File: src/rtl/plab4_net_router_output_ctrl_pkg.sv
// Shared router definitions: port indices and the reqs/grants bit encoding
// used by the output controller and the input-port controllers.
package plab4_net_router_output_ctrl_pkg;

    // Port index, also the crossbar select value for that port
    typedef enum logic [1:0] {
        PORT_EAST = 2'd0,
        PORT_TERM = 2'd1,
        PORT_WEST = 2'd2
    } port_idx_e;

    // One-hot request/grant bit for each port
    localparam logic [2:0] REQ_EAST = 3'b001;
    localparam logic [2:0] REQ_TERM = 3'b010;
    localparam logic [2:0] REQ_WEST = 3'b100;

    // Map a port index to its one-hot reqs/grants bit
    function automatic logic [2:0] port_onehot(input logic [1:0] idx);
        logic [2:0] oh;
        case (idx)
            PORT_EAST: oh = REQ_EAST;
            PORT_TERM: oh = REQ_TERM;
            PORT_WEST: oh = REQ_WEST;
            default:   oh = 3'b000;
        endcase
        return oh;
    endfunction

    // Round-robin successor of a port index (mod 3)
    function automatic logic [1:0] port_next(input logic [1:0] idx);
        logic [1:0] nxt;
        case (idx)
            PORT_EAST: nxt = PORT_TERM;
            PORT_TERM: nxt = PORT_WEST;
            PORT_WEST: nxt = PORT_EAST;
            default:   nxt = PORT_EAST;
        endcase
        return nxt;
    endfunction

endpackage

File: src/rtl/plab4_net_credit_counter.sv
// Free-slot counter for the downstream input queue. Starts full, counts down
// on each send and up on each returned credit; a return while already full
// saturates and raises a sticky error.
module plab4_net_credit_counter #(
    parameter int p_num_free_nbits = 2,
    parameter int p_max_credits    = 3
) (
    input  logic                        clk,
    input  logic                        reset,
    input  logic                        dec,
    input  logic                        inc,
    output logic [p_num_free_nbits-1:0] count,
    output logic                        err
);

    localparam logic [p_num_free_nbits-1:0] MAX_C  = p_num_free_nbits'(p_max_credits);
    localparam logic [p_num_free_nbits-1:0] ONE_C  = p_num_free_nbits'(1);
    localparam logic [p_num_free_nbits-1:0] ZERO_C = p_num_free_nbits'(0);

    logic [p_num_free_nbits-1:0] count_r;
    logic                        err_r;

    // Credit count and sticky overflow flag; simultaneous inc/dec cancel out
    always_ff @(posedge clk or negedge reset) begin
        if (!reset) begin
            count_r <= MAX_C;
            err_r   <= 1'b0;
        end else begin
            if (inc && !dec) begin
                if (count_r == MAX_C) begin
                    err_r <= 1'b1;
                end else begin
                    count_r <= count_r + ONE_C;
                end
            end else if (dec && !inc) begin
                if (count_r != ZERO_C) begin
                    count_r <= count_r - ONE_C;
                end else begin
                    count_r <= count_r;
                end
            end else begin
                count_r <= count_r;
            end
        end
    end

    assign count = count_r;
    assign err   = err_r;

endmodule

File: src/rtl/plab4_net_router_output_ctrl.sv
// Output-port controller of the ring router: round-robin arbiter over the
// west/terminal/east requesters, gated by downstream readiness and credits.
module plab4_net_router_output_ctrl
    import plab4_net_router_output_ctrl_pkg::*;
#(
    parameter int p_num_free_nbits = 2,
    parameter int p_max_credits    = 3,
    parameter int p_track_credits  = 1
) (
    input  logic                        clk,
    input  logic                        reset,
    input  logic [2:0]                  reqs,
    output logic [2:0]                  grants,
    output logic                        out_val,
    input  logic                        out_rdy,
    input  logic                        credit_ret,
    output logic [p_num_free_nbits-1:0] num_free,
    output logic [1:0]                  xbar_sel,
    output logic                        credit_err
);

    localparam logic TRACK_C = (p_track_credits != 0);

    logic [1:0]                  prio_r;
    logic [1:0]                  grant_idx_s;
    logic                        grant_vld_s;
    logic                        can_send_s;
    logic [2:0]                  grants_s;
    logic [1:0]                  xbar_sel_s;
    logic                        out_val_s;
    logic [p_num_free_nbits-1:0] num_free_s;
    logic                        credit_err_s;

    // Send permission: downstream ready and a free slot (if credits are tracked)
    always_comb begin
        can_send_s = out_rdy && ((num_free_s != '0) || !TRACK_C);
    end

    // Round-robin scan from prio_r, then gate by reset, permission and requests
    always_comb begin
        grant_idx_s = PORT_EAST;
        case (prio_r)
            PORT_EAST: begin
                if (reqs[0])      grant_idx_s = PORT_EAST;
                else if (reqs[1]) grant_idx_s = PORT_TERM;
                else              grant_idx_s = PORT_WEST;
            end
            PORT_TERM: begin
                if (reqs[1])      grant_idx_s = PORT_TERM;
                else if (reqs[2]) grant_idx_s = PORT_WEST;
                else              grant_idx_s = PORT_EAST;
            end
            PORT_WEST: begin
                if (reqs[2])      grant_idx_s = PORT_WEST;
                else if (reqs[0]) grant_idx_s = PORT_EAST;
                else              grant_idx_s = PORT_TERM;
            end
            default: begin
                if (reqs[0])      grant_idx_s = PORT_EAST;
                else if (reqs[1]) grant_idx_s = PORT_TERM;
                else              grant_idx_s = PORT_WEST;
            end
        endcase

        grant_vld_s = reset && can_send_s && (reqs != 3'b000);

        if (grant_vld_s) begin
            grants_s   = port_onehot(grant_idx_s);
            xbar_sel_s = grant_idx_s;
        end else begin
            grants_s   = 3'b000;
            xbar_sel_s = 2'd0;
        end
        out_val_s = grant_vld_s;
    end

    // Priority pointer moves just past the port granted on a transfer
    always_ff @(posedge clk or negedge reset) begin
        if (!reset) begin
            prio_r <= PORT_EAST;
        end else if (out_val_s) begin
            prio_r <= port_next(grant_idx_s);
        end else begin
            prio_r <= prio_r;
        end
    end

    // Credit loop; with tracking disabled the counter never moves off full
    plab4_net_credit_counter #(
        .p_num_free_nbits (p_num_free_nbits),
        .p_max_credits    (p_max_credits)
    ) u_credit_counter (
        .clk   (clk),
        .reset (reset),
        .dec   (out_val_s && TRACK_C),
        .inc   (credit_ret && TRACK_C),
        .count (num_free_s),
        .err   (credit_err_s)
    );

    assign grants     = grants_s;
    assign out_val    = out_val_s;
    assign xbar_sel   = xbar_sel_s;
    assign num_free   = num_free_s;
    assign credit_err = credit_err_s;

endmodule

File: config.mk
export PLATFORM = sky130hd
export DESIGN_NAME = plab4_net_router_output_ctrl
export DESIGN_NICKNAME = d
export VERILOG_FILES = /design/src/rtl/plab4_net_router_output_ctrl_pkg.sv /design/src/rtl/plab4_net_credit_counter.sv /design/src/rtl/plab4_net_router_output_ctrl.sv
export SDC_FILE = /design/constraint.sdc
export NUM_CORES = 1
export LEC_CHECK = 0
export ABC_CLOCK_PERIOD_IN_PS = 3140
export CAP_MARGIN = 20
export CORE_AREA = 2 2 39 41
export DETAILED_ROUTE_END_ITERATION = 10
export DIE_AREA = 0 0 41 43
export GPL_TIMING_DRIVEN = 1
export PLACE_DENSITY = 0.55
export SLEW_MARGIN = 20
export SYNTH_ARGS = -nofsm -noshare
export SYNTH_HDL_FRONTEND = slang
export SYNTH_SLANG_ARGS = --single-unit
File: constraint.sdc
create_clock -name clk -period 3.14 [get_ports clk]
set_input_delay 0.628 -clock clk [delete_from_list [all_inputs] [get_ports clk]]
set_output_delay 0.628 -clock clk [all_outputs]
set_load 0.005 [all_outputs]
# Word level (Yosys, flattened, before mapping)

Index checks and enable logic that the tools add are counted.

Register bits: 5
Input bits: 7
Logic and storage cells: 40

$add $sub $neg: 2
Equality and inequality tests: 6
Multiplexer cells: 15
Reduce and logical (&&, ||, !) cells: 14

Operator list:

| kind                                                                   | count |
|---|---|
| 2-bit two-way mux                                                      | 10 |
| 3-bit one-hot mux with 3 select lines                                  | 1 |
| 2-bit one-hot mux with 2 select lines                                  | 2 |
| 2-bit equality test (second input constant)                            | 3 |
| 2-bit nonzero test                                                     | 3 |
| 1-bit logical AND                                                      | 5 |
| 2-bit by 1-bit equality test with 1-bit output (second input constant) | 2 |
| 3-bit two-way mux                                                      | 1 |
| 3-bit AND reduction                                                    | 1 |
| 3-bit nonzero test                                                     | 1 |
| 2-bit by 1-bit adder with 2-bit output (second input constant)         | 1 |
| 1-bit zero test                                                        | 2 |
| 2-bit zero test                                                        | 1 |
| 2-bit inequality test (second input constant)                          | 1 |
| 2-bit AND reduction                                                    | 1 |
| 2-bit by 1-bit subtractor with 2-bit output (second input constant)    | 1 |
| 1-bit two-way mux                                                      | 1 |

# Depth between registers and ports, before layout

Gate-level depths: netlist of the first run.

Word-level depth: 8
Mapped depth: 6
Gate-level depth less buffers: 6

# Cells and area by module

From an unflattened synthesis of the first run, not the netlist that was laid out.

Cells, all modules: 44
Area, all modules: 389.1 um2

Modules (own cells, without submodules):

| module                       | times used | cells an instance | area each (um2) | sequential area each (um2) |
|---|---|---|---|---|
| plab4_net_router_output_ctrl | 1          | 30                | 239.0           | 50.0 |
| plab4_net_credit_counter     | 1          | 14                | 150.1           | 77.6 |

# Worst setup path after synthesis of the first run

OpenSTA, ideal clock, no wires.

Path type: register to output
Start: register prio_r[1]
End: output grants[0]
Data arrival time: 1328 ps
Required time: 2512 ps
Path slack: 1184 ps
Cell stages (with the launch flop): 6
Cell sequence: dfrtp_1 -> ha_1 -> and3b_1 -> nor3_2 -> nand2_1 -> nor2_1

Word-level cells in the longest chain between the ends: 5

RTL lines:

| element                                                                               | RTL line                               | text |
|---|---|---|
| start: declaration                                                                    | plab4_net_router_output_ctrl.sv:24     | `logic [1:0] prio_r;` |
| start signal: assignment                                                              | plab4_net_router_output_ctrl.sv:82     | `prio_r <= port_next(grant_idx_s);` |
| start signal: assignment                                                              | plab4_net_router_output_ctrl.sv:84     | `prio_r <= prio_r;` |
| 2-bit equality test or 2-bit by 1-bit equality test with 1-bit output (tied branches) | plab4_net_router_output_ctrl.sv:42     | `case (prio_r)` |
| 2-bit one-hot mux with 2 select lines *                                               | plab4_net_router_output_ctrl.sv:42     |  |
| 2-bit equality test, or another cell as far along                                     | plab4_net_router_output_ctrl_pkg.sv:20 | `case (idx)` |
| 3-bit one-hot mux with 3 select lines *                                               | plab4_net_router_output_ctrl_pkg.sv:20 |  |
| 3-bit two-way mux *                                                                   | plab4_net_router_output_ctrl.sv:67     | `if (grant_vld_s) begin` |
| end: declaration                                                                      | plab4_net_router_output_ctrl.sv:13     | `output logic [2:0] grants,` |

Every way passes the cells marked *; elsewhere a longest branch is shown, timed or not.

# Worst setup path in the final report of the first run

Start: input reqs[1]
End: output grants[1]

Word-level cells in the longest chain between the ends: 6

RTL lines:

| element                                           | RTL line                                                               | text |
|---|---|---|
| start: declaration                                | plab4_net_router_output_ctrl.sv:12                                     | `input logic [2:0] reqs,` |
| 2-bit two-way mux                                 | plab4_net_router_output_ctrl.sv:45, plab4_net_router_output_ctrl.sv:60 |  |
| 2-bit two-way mux                                 | plab4_net_router_output_ctrl.sv:44                                     | `if (reqs[0]) grant_idx_s = PORT_EAST;` |
| 2-bit one-hot mux with 2 select lines             | plab4_net_router_output_ctrl.sv:42                                     |  |
| 2-bit equality test, or another cell as far along | plab4_net_router_output_ctrl_pkg.sv:20                                 |  |
| 3-bit one-hot mux with 3 select lines             | plab4_net_router_output_ctrl_pkg.sv:20                                 |  |
| 3-bit two-way mux *                               | plab4_net_router_output_ctrl.sv:67                                     |  |

Marked as above.

==> results of run 1 <==
## metrics by stage
step | power (mW) | hold WS [ns] | instances | area [µm²] | worst slack, ns
finish | 0.3877 | 0.4590 | 77 | 579.3 | 0.1643
global route | 0.4341 | 0.4930 | 77 | 579.3 | 0.03997
CTS | 0.3917 | 0.4668 | 77 | 576.8 | 0.1200
detailed placement | 0.3177 | 0.4602 | 73 | 550.5 | 0.1377
global placement | 0.3185 | 0.4467 | 73 | 550.5 | 0.1093
floorplan | 0.2377 | 0.3324 | 41 | 376.6 | 1.184
## worst max-delay path, stage by stage
cell and delay [ns]:
clkdlybuf4s50_1 0.54, nor2b_1 0.07, o211a_1 0.22, a21o_1 0.18, nor3_1 0.18, clkdlybuf4s50_1 0.52
## Yosys cell counts
| cell | number |
|---|---|
| a21o_1 | 1 |
| a21oi_1 | 3 |
| a22o_2 | 1 |
| a41o_2 | 1 |
| and3b_1 | 2 |
| buf_6 | 1 |
| clkinv_8 | 1 |
| dfrtp_1 | 3 |
| dfstp_2 | 2 |
| ha_1 | 2 |
| inv_1 | 4 |
| nand2_1 | 1 |
| nor2_1 | 5 |
| nor2b_1 | 1 |
| nor3_1 | 2 |
| nor3_2 | 1 |
| nor3b_1 | 1 |
| nor4b_1 | 1 |
| o211a_1 | 1 |
| o211ai_1 | 1 |
| o21ai_0 | 2 |
| o22ai_1 | 2 |
| or2_1 | 1 |
| xnor2_1 | 1 |
## flip-flops by register name, indices dropped and copies added, names as in the netlist
name                    count
prio_r                      2
u_credit_counter.count      2
u_credit_counter.err        1
## kinds of logic (layout without fill, tap and decap cells)
logic type | Yosys count | in the layout
AOI/OAI and AO/OA | 12 | 12
xor gates and xnor gates | 1 | 1
adders and majority gates | 2 | 2
buffers and inverters | 6 | 26
DFF | 5 | 5
and+or+nand+nor | 15 | 15
## worst min-delay path by stage
stage | from | end | slack (ns)
after floorplan | reset | prio_r[0] | 0.33
after CTS | u_credit_counter.err | u_credit_counter.err | 0.47
after global routing | u_credit_counter.err | u_credit_counter.err | 0.49
after global placement | u_credit_counter.err | u_credit_counter.err | 0.45
after detailed placement | u_credit_counter.err | u_credit_counter.err | 0.46
final | u_credit_counter.err | u_credit_counter.err | 0.46
## layer usage
metal  track usage [%]  up-vias
li1                  -      186
met1             15.51      156
met2             15.00       11
met3             4.712        2
met4             6.000        0
met5                 0        -
## power by group through the flow
| stage | Clock (mW) | Combinational, mW | Sequential, mW |
|---|---|---|---|
| floorplan | 0 | 0.117 | 0.121 |
| global placement | 0 | 0.194 | 0.125 |
| detailed placement | 0 | 0.193 | 0.124 |
| CTS | 0.0734 | 0.195 | 0.123 |
| global route | 0.0809 | 0.225 | 0.128 |
| finish | 0.0696 | 0.195 | 0.123 |
## area by class of cell
| cell class | instances | area, µm² | area share [%] |
|---|---|---|---|
| inverter | 5 | 31.28 | 5.400 |
| clock buffer | 4 | 26.28 | 4.536 |
| sequential | 5 | 127.6 | 22.03 |
| timing repair buffer | 17 | 165.2 | 28.51 |
| multi-input combinational | 30 | 209.0 | 36.07 |
| tap | 16 | 20.02 | 3.456 |
==> metrics, run 1 <==
status=completed; most frequent cells in the layout=clkdlybuf4s50_1 (15), nor2_1 (5), inv_1 (4); routability cong.=~0.68; DRT Pass-1 Iters=4; met2 wire length=324 µm; worst path required time=roughly 2.5 ns; Int Power=~0.25 mW; DR WL/cell=slightly above 10 µm; Tmin final=between 2 and 3 ns; Layout area overhead=53.82%; grt ovf=0; DR iter-0 viols=10; clock root cell=clkbuf_4; sw frac=between 30% and 40%; top cell type's share of synthesized area=between 10% and 20%; max layer used=met4; DRC=0; sequential share of power=around a third; Fmax=~340 MHz; mux cell area share after synthesis=0%; Hold/Removal Path Class=reg -> reg; final WL=782 µm; die area=approximately 1800 µm²; worst clock skew=~0.0015 ns; routed via count=~360; vias in the first global route=328; io pins=16; final core area utilization=a little over two fifths; RSZ-0062 raised after global routing=no; Worst-path clk slew=around 0.040 ns; Yosys warnings=0; XOR/XNOR Fraction of Synth Area=2.326%; CP Class=in -> out; maxcap violations=0; ANT nets after route=0; Fill cells=between 100 and 150; largest area contributor in the netlist=dfrtp_1; Logic pwr share=between 50% and 60%; pin count of the biggest net entering global routing=7; setup TNS=0 ns; IR drop worst, VDD=approximately 350 µV; Worst setup SP type=primary input; fin crit share=between 90% and 100%; Core ar.=1384 µm²; Hold-fix buffers, CTS=0; Synth Register Bits=5; Syn Inst Count=between 40 and 50; met3 WL=55 µm; Antenna diodes=0; die span in x=~41 µm; layout cells sized above 1=19.67%; Leak=0.2552 nW; crit path to=grants[1]; Site Rows=14; Adder-Cell Fraction of Synth Area=between 6 and 7%; clock tree from TritonCTS=built; R2R setup slack=approximately 1.5 ns; ranking of synthesized cells by area=dfrtp_1 (20%), dfstp_2 (14%), ha_1 (6.6%), nor2_1 (5.0%), and3b_1 (4.7%); Worst R2R End=prio_r[1]; crit path from=reqs[1]; # resized after CTS=0; clock sinks=5; post-synthesis compound-gate area fraction=22.26%; routed vias/inst=~4.6; DP HPWL=approximately 630 µm; Final nets=just over 70; first-pass GRT wire length=1331 µm; WL met1=about 400 µm; Final Hold Viols=0; IO Port Bufs=15; main combinational cell family by area after synthesis=simple AND/OR/NAND/NOR gates; Rel. slew slack=78.16%; post-CTS setup repair buffer count=0; RR Startpoint=prio_r[0]; Die Y=43 µm; WP data arrival=around 2.4 ns; commonest non-fill, non-tap cell in the layout=clkdlybuf4s50_1; CTS max path bufs=2; Final Max Slew Viols=0; register area share after synthesis=between 30% and 40%; Net Switching=around 0.13 mW; simple-gate share of the synthesized area=between 20% and 30%; clk_lat worst skew=0.23 ns; Initial Utilization=~27%; cell area after synthesis=376.6 µm²; Reg2Reg Depth=6; worst-margin pin slew=roughly 0.32 ns; Syn Nets=50; Hold Crit Depth=1; H-Tree Depth=1; average size of a mapped cell=between 9 and 10 µm²; TritonCTS Buffers=3; Yosys cell types=24; GR Util All Layers=a little under an eighth; Clk network pwr share=between 10% and 20%; maximum fanout along the worst path=5; CP endpoint kind=output port; final setup fails=0; initial antenna violation count=0; Power Density=between 600 and 700 nW/µm²
(Power assumes the default switching activity.)
==> inputs of run 2 (changes only) <==
- CTS_CLUSTER_DIAMETER: not set -> 200
==> results of run 2 <==
Same layout as run 1: the final DEF is identical, and so are final timing and power.
==> inputs of run 3 (changes only) <==
- CORE_AREA: 2 2 39 41 -> 5 5 42 44
- DIE_AREA: 0 0 41 43 -> 0 0 47 49
==> metrics, run 3 (synthesized netlist as in run 1, its figures left out) <==
worst path required time=2.51 ns (about the same); status=completed (unchanged); die area=2303 µm² (was 1763 µm²); DP HPWL=681.4 µm (was 634.4 µm); Slowest Stage Delay on Critical Path=0.54 ns (about the same); Final Max Slew Viols=0 (unchanged); CP endpoint kind=output port (unchanged); Fill cells=151 (was 143); sw frac=35.48% (was 34.78%); final cell area excluding filler cells=576.8 µm² (was 579.3 µm²); # resized after CTS=0 (unchanged); CP Class=in -> out (unchanged); routed vias/inst=4.610 (unchanged); final WL=831 µm (was 782 µm); most frequent cells in the layout=clkdlybuf4s50_1 (15), nor2_1 (5), inv_1 (4) (unchanged); CP bufs+invs=3 (was 2); Leak=0.2537 nW (was 0.2552 nW); vias in the first global route=310 (was 328); commonest non-fill, non-tap cell in the layout=clkdlybuf4s50_1 (unchanged); CTS max path bufs=2 (unchanged); Site Rows=14 (unchanged); die span in x=47 µm (was 41 µm); Most common cell on crit path=clkdlybuf4s50_1 (unchanged); CP top delay family=buffers and inverters (unchanged); routability cong.=0.6906 (was 0.6790); Antenna diodes=0 (unchanged); min-delay src=u_credit_counter.err (unchanged); routed via count=355 (unchanged); Initial Utilization=26.87% (was 27.22%); grt ovf=0 (unchanged); initial antenna violation count=0 (unchanged); worst clock skew=0.001068 ns (was 0.001519 ns); Final Hold Viols=0 (unchanged); Worst setup SP type=primary input (unchanged); clock root cell=clkbuf_4 (unchanged); fin crit share=95.30% (was 94.77%); Final nets=71 (unchanged); Logic pwr share=49.6% (was 50.2%); clk_lat worst skew=0.24 ns (was 0.23 ns); RR Startpoint=prio_r[1] (was prio_r[0]); Layout area overhead=53.16% (was 53.82%); IR drop worst, VDD=355.7 µV (was 352.9 µV); Rel. slew slack=75.47% (was 78.16%); maxcap violations=0 (unchanged); Net Switching=0.1382 mW (was 0.1348 mW); Power Density=675.2 nW/µm² (was 669.2 nW/µm²); CP cell instances=clkdlybuf4s50_1 -> nor3_1 -> or2_1 -> clkinv_8 -> nand2_1 -> nor2_1 -> clkdlybuf4s50_1 (was clkdlybuf4s50_1 -> nor2b_1 -> o211a_1 -> a21o_1 -> nor3_1 -> clkdlybuf4s50_1); DR WL/cell=10.79 µm (was 10.16 µm); layout cells sized above 1=18.03% (was 19.67%); io pins=16 (unchanged); Core ar.=1401 µm² (was 1384 µm²); CP max-delay cell=clkdlybuf4s50_1 (unchanged); WP data arrival=2.36 ns (was 2.35 ns); Fmax=334.2 MHz (was 336.1 MHz); GR Util All Layers=7.643% (was 11.44%); Clk network pwr share=18.5% (was 18.0%); worst-margin pin slew=0.3629 ns (was 0.3231 ns); Worst-path clk slew=0.04 ns (about the same); first-pass GRT wire length=1269 µm (was 1331 µm); TritonCTS Buffers=3 (unchanged); Int Power=0.2513 mW (was 0.2529 mW); sequential share of power=31.9% (was 31.8%); Hold/Removal Path Class=reg -> reg (unchanged); placed cell area=550.5 µm² (unchanged); crit path from=reqs[1] (unchanged); ANT nets after route=0 (unchanged); pin count of the biggest net entering global routing=7 (unchanged); IO Port Bufs=15 (unchanged); clock tree from TritonCTS=built (unchanged); DRC=0 (unchanged); setup TNS=0 ns (unchanged); DRT Pass-1 Iters=4 (unchanged); Tmin final=2.993 ns (was 2.976 ns); Die Y=49 µm (was 43 µm); DR iter-0 viols=13 (was 10); Hold-fix buffers, CTS=0 (unchanged); maximum fanout along the worst path=6 (was 5); H-Tree Depth=1 (unchanged); post-CTS setup repair buffer count=0 (unchanged); clock sinks=5 (unchanged); RSZ-0062 raised after global routing=no (unchanged); final setup fails=0 (unchanged)
-- run 3: cell counts in the layout (fill, tap and decap cells not counted) --
No cell type changed its count.
-- run 3: power groups by stage --
| stage | Sequential, mW | Clock, mW | Combinational [mW] |
|---|---|---|---|
| final | 0.124 | 0.0719 | 0.193 |
| after global routing | 0.125 | 0.0828 | 0.214 |
| after CTS | 0.124 | 0.0757 | 0.195 |
| after detailed placement | 0.125 | 0 | 0.194 |
| after global placement | 0.124 | 0 | 0.195 |
| after floorplan | 0.121 | 0 | 0.117 |
-- run 3: final cells by class --
| type | count | area (µm²) | share of cell area [%] |
|---|---|---|---|
| timing repair buffer | 17 | 165.2 | 28.63 |
| clock buffer | 4 | 26.28 | 4.555 |
| multi-input combinational | 30 | 206.4 | 35.79 |
| sequential | 5 | 127.6 | 22.13 |
| inverter | 5 | 31.28 | 5.423 |
| tap | 16 | 20.02 | 3.471 |
-- run 3: path summary, 6_finish.rpt --
check | to | slack, ns | cells past startpoint
max reg2reg | prio_r[1] | 1.49 | 5
max | grants[2] | 0.15 | 7
min reg2reg | u_credit_counter.err | 0.47 | 1
min in group asynchronous | prio_r[1] | 0.69 | 2
max in group asynchronous | u_credit_counter.count[1] | 2.26 | 2
min | u_credit_counter.err | 0.47 | 1
-- run 3: metrics by stage --
step | setup WS [ns] | cells | util [%] | hold WS, ns | power (mW)
floorplan | 1.184 | 41 | - | 0.3324 | 0.2377
global route | 0.02307 | 77 | 41.16 | 0.4866 | 0.4222
finish | 0.1474 | 77 | 41.16 | 0.4678 | 0.3895
detailed placement | 0.1306 | 73 | 39.29 | 0.4554 | 0.3186
CTS | 0.1284 | 77 | 41.16 | 0.4692 | 0.3943
global placement | 0.1249 | 73 | 39.29 | 0.4590 | 0.3194
-- run 3: routing by layer --
metal  GRT usage (%)  part of all wire (%)  vias up
met2           8.145                    44        9
li1                -                     -      185
met1           11.61                    48      159
met4           5.530                   2.0        0
met5               0                     0        -
met3           2.952                   6.5        2
